--- config.mk ---
export PLATFORM = sky130hd
export DESIGN_NAME = jtframe_lfbuf_objdraw
export DESIGN_NICKNAME = d
export VERILOG_FILES = /design/src/rtl/jtframe_objdraw_pkg.sv /design/src/rtl/jtframe_objdraw_pxl.sv /design/src/rtl/jtframe_lfbuf_objdraw.sv
export SDC_FILE = /design/constraint.sdc
export NUM_CORES = 1
export LEC_CHECK = 0
export CORE_UTILIZATION = 40
export CTS_BUF_LIST = sky130_fd_sc_hd__clkbuf_4
export CTS_CLUSTER_SIZE = 10
export DETAILED_ROUTE_END_ITERATION = 7
export PLACE_DENSITY = 0.62
export SYNTH_ARGS = -nofsm -noshare
export SYNTH_HDL_FRONTEND = slang
export SYNTH_SLANG_ARGS = --single-unit
--- constraint.sdc ---
create_clock -name clk -period 2.5 [get_ports clk]
set_input_delay 0.25 -clock clk [delete_from_list [all_inputs] [get_ports clk]]
set_output_delay 0.25 -clock clk [all_outputs]
set_load 0.005 [all_outputs]
--- src/rtl/jtframe_objdraw_pkg.sv ---
// Shared types and constants for the object line renderer.
//   st_e    : renderer FSM states
//   obj_t   : decoded object table entry
//   OBJ_*   : field offsets/widths inside the 32-bit object table word
package jtframe_objdraw_pkg;

    typedef enum logic [2:0] {
        ST_IDLE,
        ST_CLEAR,
        ST_SCAN,
        ST_CHECK,
        ST_FETCH,
        ST_DRAW,
        ST_DONE
    } st_e;

    localparam int unsigned OBJ_X_LSB     = 0;
    localparam int unsigned OBJ_X_W       = 9;
    localparam int unsigned OBJ_Y_LSB     = 9;
    localparam int unsigned OBJ_Y_W       = 8;
    localparam int unsigned OBJ_CODE_LSB  = 17;
    localparam int unsigned OBJ_CODE_W    = 10;
    localparam int unsigned OBJ_PAL_LSB   = 27;
    localparam int unsigned OBJ_PAL_W     = 4;
    localparam int unsigned OBJ_HFLIP_BIT = 31;

    localparam int unsigned OBJ_SIZE      = 16;
    localparam int unsigned PXL_PER_WORD  = 8;
    localparam int unsigned PXL_BITS      = 4;
    localparam int unsigned PXL_CNT_W     = 3;
    localparam int unsigned ROW_W         = 4;
    localparam int unsigned ROM_AW        = OBJ_CODE_W + ROW_W + 1;
    localparam int unsigned ROM_DW        = PXL_BITS * PXL_PER_WORD;

    typedef struct packed {
        logic                  hflip;
        logic [OBJ_PAL_W-1:0]  pal;
        logic [OBJ_CODE_W-1:0] code;
        logic [OBJ_Y_W-1:0]    y;
        logic [OBJ_X_W-1:0]    x;
    } obj_t;

    // Split a raw object table word into its fields.
    function automatic obj_t obj_decode(input logic [31:0] d);
        obj_t o;
        o.x     = d[OBJ_X_LSB    +: OBJ_X_W];
        o.y     = d[OBJ_Y_LSB    +: OBJ_Y_W];
        o.code  = d[OBJ_CODE_LSB +: OBJ_CODE_W];
        o.pal   = d[OBJ_PAL_LSB  +: OBJ_PAL_W];
        o.hflip = d[OBJ_HFLIP_BIT];
        return o;
    endfunction

endpackage

--- src/rtl/jtframe_objdraw_pxl.sv ---
// 8-pixel shifter for one ROM word.
//   i_load/i_data/i_hflip : capture a 32-bit word (pixel 0 in [3:0]) and its flip mode
//   i_shift               : advance to the next pixel
//   o_col_c/o_opaque_c    : current pixel colour and non-transparent flag
// With hflip the word is walked from pixel 7 down to pixel 0.
module jtframe_objdraw_pxl
    import jtframe_objdraw_pkg::*;
(
    input  logic                clk,
    input  logic                rst_n,
    input  logic                i_load,
    input  logic                i_shift,
    input  logic                i_hflip,
    input  logic [ROM_DW-1:0]   i_data,
    output logic [PXL_BITS-1:0] o_col_c,
    output logic                o_opaque_c
);

    logic [ROM_DW-1:0] r_data;
    logic              r_hflip;

    // Pixel word register; shift direction picks the emission order.
    always_ff @(posedge clk or negedge rst_n) begin
        if (!rst_n) begin
            r_data  <= '0;
            r_hflip <= 1'b0;
        end else if (i_load) begin
            r_data  <= i_data;
            r_hflip <= i_hflip;
        end else if (i_shift) begin
            if (r_hflip) r_data <= {r_data[ROM_DW-PXL_BITS-1:0], PXL_BITS'(0)};
            else         r_data <= {PXL_BITS'(0), r_data[ROM_DW-1:PXL_BITS]};
        end
    end

    assign o_col_c    = r_hflip ? r_data[ROM_DW-1 -: PXL_BITS] : r_data[PXL_BITS-1:0];
    assign o_opaque_c = |o_col_c;

endmodule

--- src/rtl/jtframe_lfbuf_objdraw.sv ---
// Object line renderer feeding the line/frame buffer.
//   ln_hs/ln_v            : start rendering line ln_v
//   ln_addr/ln_data/ln_we : line buffer write port (clear, then opaque object pixels)
//   ln_done/busy/ovf      : completion pulse, activity flag, restart-while-busy pulse
//   obj_addr/obj_data     : object table, synchronous read with one clock latency
//   rom_addr/rom_cs/rom_ok/rom_data : graphics ROM, request held until rom_ok
module jtframe_lfbuf_objdraw
    import jtframe_objdraw_pkg::*;
#(
    parameter int unsigned   DW    = 16,
    parameter int unsigned   VW    = 8,
    parameter int unsigned   HW    = 9,
    parameter int unsigned   HLEN  = 256,
    parameter int unsigned   OBJW  = 6,
    parameter logic [DW-1:0] BGCOL = '0
)(
    input  logic              clk,
    input  logic              rst_n,
    input  logic              ln_hs,
    input  logic [VW-1:0]     ln_v,
    output logic [HW-1:0]     ln_addr,
    output logic [DW-1:0]     ln_data,
    output logic              ln_we,
    output logic              ln_done,
    output logic [OBJW-1:0]   obj_addr,
    input  logic [31:0]       obj_data,
    output logic [ROM_AW-1:0] rom_addr,
    output logic              rom_cs,
    input  logic              rom_ok,
    input  logic [31:0]       rom_data,
    output logic              busy,
    output logic              ovf
);

    // one extra bit so x + offset never wraps back into the visible line
    localparam int unsigned PW = OBJ_X_W + 1;

    st_e                   r_st, w_st;
    logic [OBJ_Y_W-1:0]    r_line, w_line;
    logic [OBJW-1:0]       r_idx, w_idx;
    logic [HW-1:0]         r_cnt, w_cnt;
    logic [PXL_CNT_W-1:0]  r_pix, w_pix;
    logic                  r_half, w_half;
    logic [OBJ_X_W-1:0]    r_x, w_x;
    logic [OBJ_CODE_W-1:0] r_code, w_code;
    logic [OBJ_PAL_W-1:0]  r_pal, w_pal;
    logic                  r_hflip, w_hflip;
    logic [ROW_W-1:0]      r_row, w_rowl;
    logic [HW-1:0]         r_ln_addr, w_ln_addr;
    logic [DW-1:0]         r_ln_data, w_ln_data;
    logic                  r_ln_we, w_ln_we;
    logic                  r_ln_done, w_ln_done;
    logic [ROM_AW-1:0]     r_rom_addr, w_rom_addr;
    logic                  r_rom_cs, w_rom_cs;
    logic                  r_busy, w_busy;
    logic                  r_ovf, w_ovf;

    obj_t                  w_obj;
    logic [OBJ_Y_W-1:0]    w_row;
    logic [PW-1:0]         w_px;
    logic                  w_load, w_shift, w_opaque;
    logic [PXL_BITS-1:0]   w_col;

    assign w_obj = obj_decode(obj_data);
    assign w_row = r_line - w_obj.y;
    assign w_px  = PW'(r_x) + PW'({r_half, r_pix});

    jtframe_objdraw_pxl u_pxl (
        .clk        (clk),
        .rst_n      (rst_n),
        .i_load     (w_load),
        .i_shift    (w_shift),
        .i_hflip    (r_hflip),
        .i_data     (rom_data),
        .o_col_c    (w_col),
        .o_opaque_c (w_opaque)
    );

    // State and registered outputs.
    always_ff @(posedge clk or negedge rst_n) begin
        if (!rst_n) begin
            r_st       <= ST_IDLE;
            r_line     <= '0;
            r_idx      <= '0;
            r_cnt      <= '0;
            r_pix      <= '0;
            r_half     <= 1'b0;
            r_x        <= '0;
            r_code     <= '0;
            r_pal      <= '0;
            r_hflip    <= 1'b0;
            r_row      <= '0;
            r_ln_addr  <= '0;
            r_ln_data  <= '0;
            r_ln_we    <= 1'b0;
            r_ln_done  <= 1'b0;
            r_rom_addr <= '0;
            r_rom_cs   <= 1'b0;
            r_busy     <= 1'b0;
            r_ovf      <= 1'b0;
        end else begin
            r_st       <= w_st;
            r_line     <= w_line;
            r_idx      <= w_idx;
            r_cnt      <= w_cnt;
            r_pix      <= w_pix;
            r_half     <= w_half;
            r_x        <= w_x;
            r_code     <= w_code;
            r_pal      <= w_pal;
            r_hflip    <= w_hflip;
            r_row      <= w_rowl;
            r_ln_addr  <= w_ln_addr;
            r_ln_data  <= w_ln_data;
            r_ln_we    <= w_ln_we;
            r_ln_done  <= w_ln_done;
            r_rom_addr <= w_rom_addr;
            r_rom_cs   <= w_rom_cs;
            r_busy     <= w_busy;
            r_ovf      <= w_ovf;
        end
    end

    // Next-state and next-output logic.
    always_comb begin
        w_st       = r_st;
        w_line     = r_line;
        w_idx      = r_idx;
        w_cnt      = r_cnt;
        w_pix      = r_pix;
        w_half     = r_half;
        w_x        = r_x;
        w_code     = r_code;
        w_pal      = r_pal;
        w_hflip    = r_hflip;
        w_rowl     = r_row;
        w_ln_addr  = r_ln_addr;
        w_ln_data  = r_ln_data;
        w_ln_we    = 1'b0;
        w_ln_done  = 1'b0;
        w_rom_addr = r_rom_addr;
        w_rom_cs   = r_rom_cs;
        w_busy     = r_busy;
        w_ovf      = 1'b0;
        w_load     = 1'b0;
        w_shift    = 1'b0;

        case (r_st)
            ST_IDLE: ;
            ST_CLEAR: begin
                w_ln_we   = 1'b1;
                w_ln_data = BGCOL;
                w_ln_addr = r_cnt;
                w_cnt     = r_cnt + HW'(1);
                if (r_cnt == HW'(HLEN - 1)) w_st = ST_SCAN;
            end
            // obj_addr is r_idx itself, so the table word arrives in CHECK
            ST_SCAN: w_st = ST_CHECK;
            ST_CHECK: begin
                if (w_row < OBJ_Y_W'(OBJ_SIZE)) begin
                    w_x        = w_obj.x;
                    w_code     = w_obj.code;
                    w_pal      = w_obj.pal;
                    w_hflip    = w_obj.hflip;
                    w_rowl     = w_row[ROW_W-1:0];
                    w_half     = 1'b0;
                    w_rom_cs   = 1'b1;
                    // flipped objects start from the right-hand ROM half
                    w_rom_addr = {w_obj.code, w_row[ROW_W-1:0], w_obj.hflip};
                    w_st       = ST_FETCH;
                end else if (r_idx == '1) begin
                    w_st = ST_DONE;
                end else begin
                    w_idx = r_idx + OBJW'(1);
                    w_st  = ST_SCAN;
                end
            end
            ST_FETCH: begin
                if (rom_ok) begin
                    w_rom_cs = 1'b0;
                    w_load   = 1'b1;
                    w_pix    = '0;
                    w_st     = ST_DRAW;
                end
            end
            ST_DRAW: begin
                w_shift   = 1'b1;
                w_ln_we   = w_opaque && (w_px < PW'(HLEN));
                w_ln_addr = HW'(w_px);
                w_ln_data = DW'({r_pal, w_col});
                w_pix     = r_pix + PXL_CNT_W'(1);
                if (r_pix == PXL_CNT_W'(PXL_PER_WORD - 1)) begin
                    if (!r_half) begin
                        w_half     = 1'b1;
                        w_rom_cs   = 1'b1;
                        w_rom_addr = {r_code, r_row, ~r_hflip};
                        w_st       = ST_FETCH;
                    end else if (r_idx == '1) begin
                        w_st = ST_DONE;
                    end else begin
                        w_idx = r_idx + OBJW'(1);
                        w_st  = ST_SCAN;
                    end
                end
            end
            ST_DONE: begin
                w_ln_done = 1'b1;
                w_busy    = 1'b0;
                w_st      = ST_IDLE;
            end
            default: w_st = ST_IDLE;
        endcase

        // A new line always wins; a line already in DONE still reports completion.
        if (ln_hs) begin
            w_ovf    = (r_st != ST_IDLE) && (r_st != ST_DONE);
            w_st     = ST_CLEAR;
            w_line   = OBJ_Y_W'(ln_v);
            w_cnt    = '0;
            w_idx    = '0;
            w_busy   = 1'b1;
            w_rom_cs = 1'b0;
            w_ln_we  = 1'b0;
            w_load   = 1'b0;
            w_shift  = 1'b0;
        end
    end

    assign ln_addr  = r_ln_addr;
    assign ln_data  = r_ln_data;
    assign ln_we    = r_ln_we;
    assign ln_done  = r_ln_done;
    assign obj_addr = r_idx;
    assign rom_addr = r_rom_addr;
    assign rom_cs   = r_rom_cs;
    assign busy     = r_busy;
    assign ovf      = r_ovf;

endmodule

==> flow_summary.json <==
{
  "status": "finished, violations left",
  "failed_checks": "setup timing",
  "worst_pin_slew_ns": 0.585,
  "grt_overflow": 0,
  "ant_nets": 0,
  "p_sw_w": 0.00130,
  "worstHoldPathType": "input port to async pin",
  "fp-row-count": 46,
  "fmax_mhz": 379,
  "cts_buffer_depth": 2,
  "routed_wl_um": 16200,
  "min_period_ns": 2.64,
  "power_density_nw_per_um2": 547,
  "yosys_register_bits": 128,
  "synthAdderAreaFrac_pct": 3.58,
  "cts_tree": "done",
  "vias_per_cell": 5.06,
  "synth_edf_count": 0,
  "synth-xor-area-share_pct": 2.35,
  "rsz0062_at_grt": "yes",
  "synth.area.top_cells": "dfrtp_1 (48%), nand2_1 (6.5%), mux2i_1 (5.1%), o21ai_0 (5.0%), mux2_4 (4.5%)",
  "core_um2": 16100,
  "synth_compound_area_share_pct": 12.7,
  "wl_met2_um": 7690,
  "areaGrowthSynthToFinish_pct": 30.2,
  "critical_path_arrival_ns": 3.06,
  "synth_top_family_by_area": "simple AND/OR/NAND/NOR gates",
  "cp_top_family": "simple AND/OR/NAND/NOR gates",
  "power_frac_seq_pct": 50.5,
  "dp_hpwl_um": 11300,
  "worstSkewPairLatency_ns": 0.54,
  "drc": 0,
  "cap_violations": 0,
  "clockPowerShare_pct": 28.7,
  "syn_inst": 682,
  "grt_use_total_pct": 19.9,
  "place_inst": 1009,
  "ys_types": 56,
  "synth-main-ff-cell": "dfrtp_1",
  "clockRootBuffer": "clkbuf_4",
  "cpPeakStageDelay_ns": 0.49,
  "start_util_pct": 41.6,
  "start_kind": "flip-flop",
  "fin_ws_ns": -0.139,
  "top_layer_used": "met4",
  "first_pass_iters": 4,
  "crit_required_ns": 2.92,
  "synth_area_um2": 6710,
  "synth_mux_area_share_pct": 13.9,
  "die_w_um": 132,
  "end_kind": "flip-flop",
  "critPathMaxFanout": 7,
  "seq_area_frac_synth_pct": 47.7,
  "pin_count": 127,
  "drv_slew": 0,
  "rr_worst_depth": 11,
  "path_class": "flip-flop to flip-flop",
  "m1WireLength_um": 7670,
  "yosysTopAreaCell": "dfrtp_1",
  "h-tree-depth": 4,
  "slew_headroom_pct": 60.0,
  "grt_pass1_vias": 5333,
  "swShare_pct": 27.2,
  "die_y_um": 132,
  "fin_crit_sh_pct": 106,
  "peakVddDrop_uv": 309,
  "dieArea_um2": 17300,
  "clkTransAtPathRegs_ns": 0.11,
  "crit_buf_inv": 2,
  "grt_max_degree": 52,
  "yosysWarnings": 0,
  "wl_per_cell_um": 15.5,
  "antenna_found_initial": 1,
  "synth_top_area_share_pct": 47.7,
  "wl_met3_um": 599,
  "vias": 5294,
  "tns_ns": -5.05,
  "hold_violations": 0,
  "setup_viol": 47,
  "syn_area_per_cell_um2": 9.84,
  "hold_slack_ns": 0.214,
  "globalplace.congestion": 0.871,
  "p_total_w": 0.00478,
  "grt_first_pass_wirelength_um": 27300,
  "power_frac_comb_pct": 20.8,
  "cts_buffers": 17,
  "fin_cells": 1046,
  "fin_nets": 911,
  "power_leakage_nw": 3.93,
  "synth-simple-area-share_pct": 15.4,
  "drive_above_1_share_pct": 16.9,
  "cp.depth": 11,
  "cp_slowest_cell": "or4b_4",
  "dr.first_iter.drc_count": 189,
  "io_buffers": 118,
  "finClkSkew_ns": 0.0107,
  "clock-sinks": 128,
  "ys_async_sr_fraction_pct": 100,
  "internal_power_w": 0.00348,
  "path_cells": "inv_2 -> ha_4 -> fa_2 -> nand2b_4 -> a21oi_4 -> or4b_4 -> a32oi_4 -> a21oi_2 -> nor2_4 -> clkbuf_16 -> mux2_4"
}
-- routing by layer --
layer / track usage (%) / vias up
met3: 4.40 / 20
met4: 6.65 / 0
met1: 26.3 / 2542
met5: 0 / -
li1: - / 2606
met2: 32.0 / 126
-- placed cells by master, fill, tap and decap left out, drive strengths merged, types with 3 or more instances in the layout --
cell	instances
xnor2	9
nand2b	7
nor2	61
and3	12
nand2	117
mux2i	34
buf	38
or3	3
conb	8
xor2	9
clkbuf	23
o21ai	71
nand3	5
nor2b	4
mux2	46
clkinv	7
o31a	3
inv	11
clkdlybuf4s50	117
a21oi	51
dfrtp	128
a211oi	6
a22o	3
nor3b	7
ha	16
-- cell usage after synthesis, drive strengths merged, types with 2 or more instances --
| cell type | count |
|---|---|
| dfrtp | 128 |
| nand2 | 117 |
| o21ai | 71 |
| nor2 | 61 |
| a21oi | 51 |
| mux2 | 46 |
| mux2i | 34 |
| clkbuf | 32 |
| buf | 16 |
| ha | 16 |
| and3 | 12 |
| inv | 11 |
| xnor2 | 9 |
| xor2 | 9 |
| nand2b | 7 |
| nor3b | 7 |
| a211oi | 6 |
| nand3 | 5 |
| nor2b | 4 |
| a22o | 3 |
| o31a | 3 |
| or3 | 3 |
| a21o | 2 |
| a31o | 2 |
| a31oi | 2 |
| fa | 2 |
| nand4 | 2 |
| nor3 | 2 |
| nor4 | 2 |
| o22a | 2 |
-- power by group through the flow --
stage	combinational, W	sequential [W]	clock (W)
2_1_floorplan	0.000438	0.00240	0
3_3_place_gp	0.000881	0.00244	0
3_5_place_dp	0.000911	0.00245	0
4_1_cts	0.000991	0.00241	0.00142
5_1_grt	0.00110	0.00244	0.00150
6_report	0.000997	0.00241	0.00137
-- area by class of cell --
type	count	area, µm²
Multi-Input combinational cell	502	3410
Clock buffer	22	165
Timing Repair Buffer	157	1550
Antenna cell	1	2.50
Inverter	11	41.3
Tap cell	216	270
Clock inverter	9	92.6
Fill cell	1429	7380
Sequential cell	128	3200
-- flip-flops by register name, indices dropped and copies added, names as in the netlist, 3 cells and up --
signal        cells
obj_addr          6
r_st              3
r_cnt             9
u_pxl.r_data     32
ln_data           8
r_pix             3
r_code           10
r_row             4
ln_addr           9
rom_addr         15
r_line            8
r_pal             4
r_x               9
-- final timing paths --
path                                             start                       end  slack [ns]
worst min-delay path                             rst_n      r_pal[1]$_DFFE_PN0P_        0.21
worst max register to register   r_line[0]$_DFFE_PN0P_  rom_addr[10]$_DFFE_PN0P_       -0.14
worst max-delay path             r_line[0]$_DFFE_PN0P_  rom_addr[10]$_DFFE_PN0P_       -0.14
min in group clk                               ln_v[0]     r_line[0]$_DFFE_PN0P_        0.27
worst min register to register  ln_addr[6]$_DFFE_PN0N_    ln_addr[6]$_DFFE_PN0N_        0.49
max in group asynchronous                        rst_n       r_hflip$_DFFE_PN0P_        1.64
-- timing repair --
item                                    CTS  global route
setup buffers                             2             1
cloned                                    1             0
hold buffers                              1             0
endpoints found under the hold margin    35             0
resized for setup                        20             9
endpoints found under the setup margin   48            54
pin swaps                                 5             6
-- stage by stage --
step	utilization, %	area, µm²	worst slack [ns]
floorplan	-	6760	-0.142
global placement	51.5	8300	-0.469
detailed placement	51.5	8300	-0.538
CTS	53.9	8690	-0.195
global route	54.2	8740	-0.264
finish	54.2	8740	-0.139
-- cells by family (layout without fill, tap and decap cells) --
logic type / count (synthesis) / count (layout)
AOI/OAI and AO/OA: 149 / 149
xor gates and xnor gates: 18 / 18
buffers and inverters: 59 / 199
DFF: 128 / 128
other: 1 / 9
adders and majority gates: 18 / 18
and+or+nand+nor: 229 / 229
muxes: 80 / 80
Power figures use the tool's default switching activity.
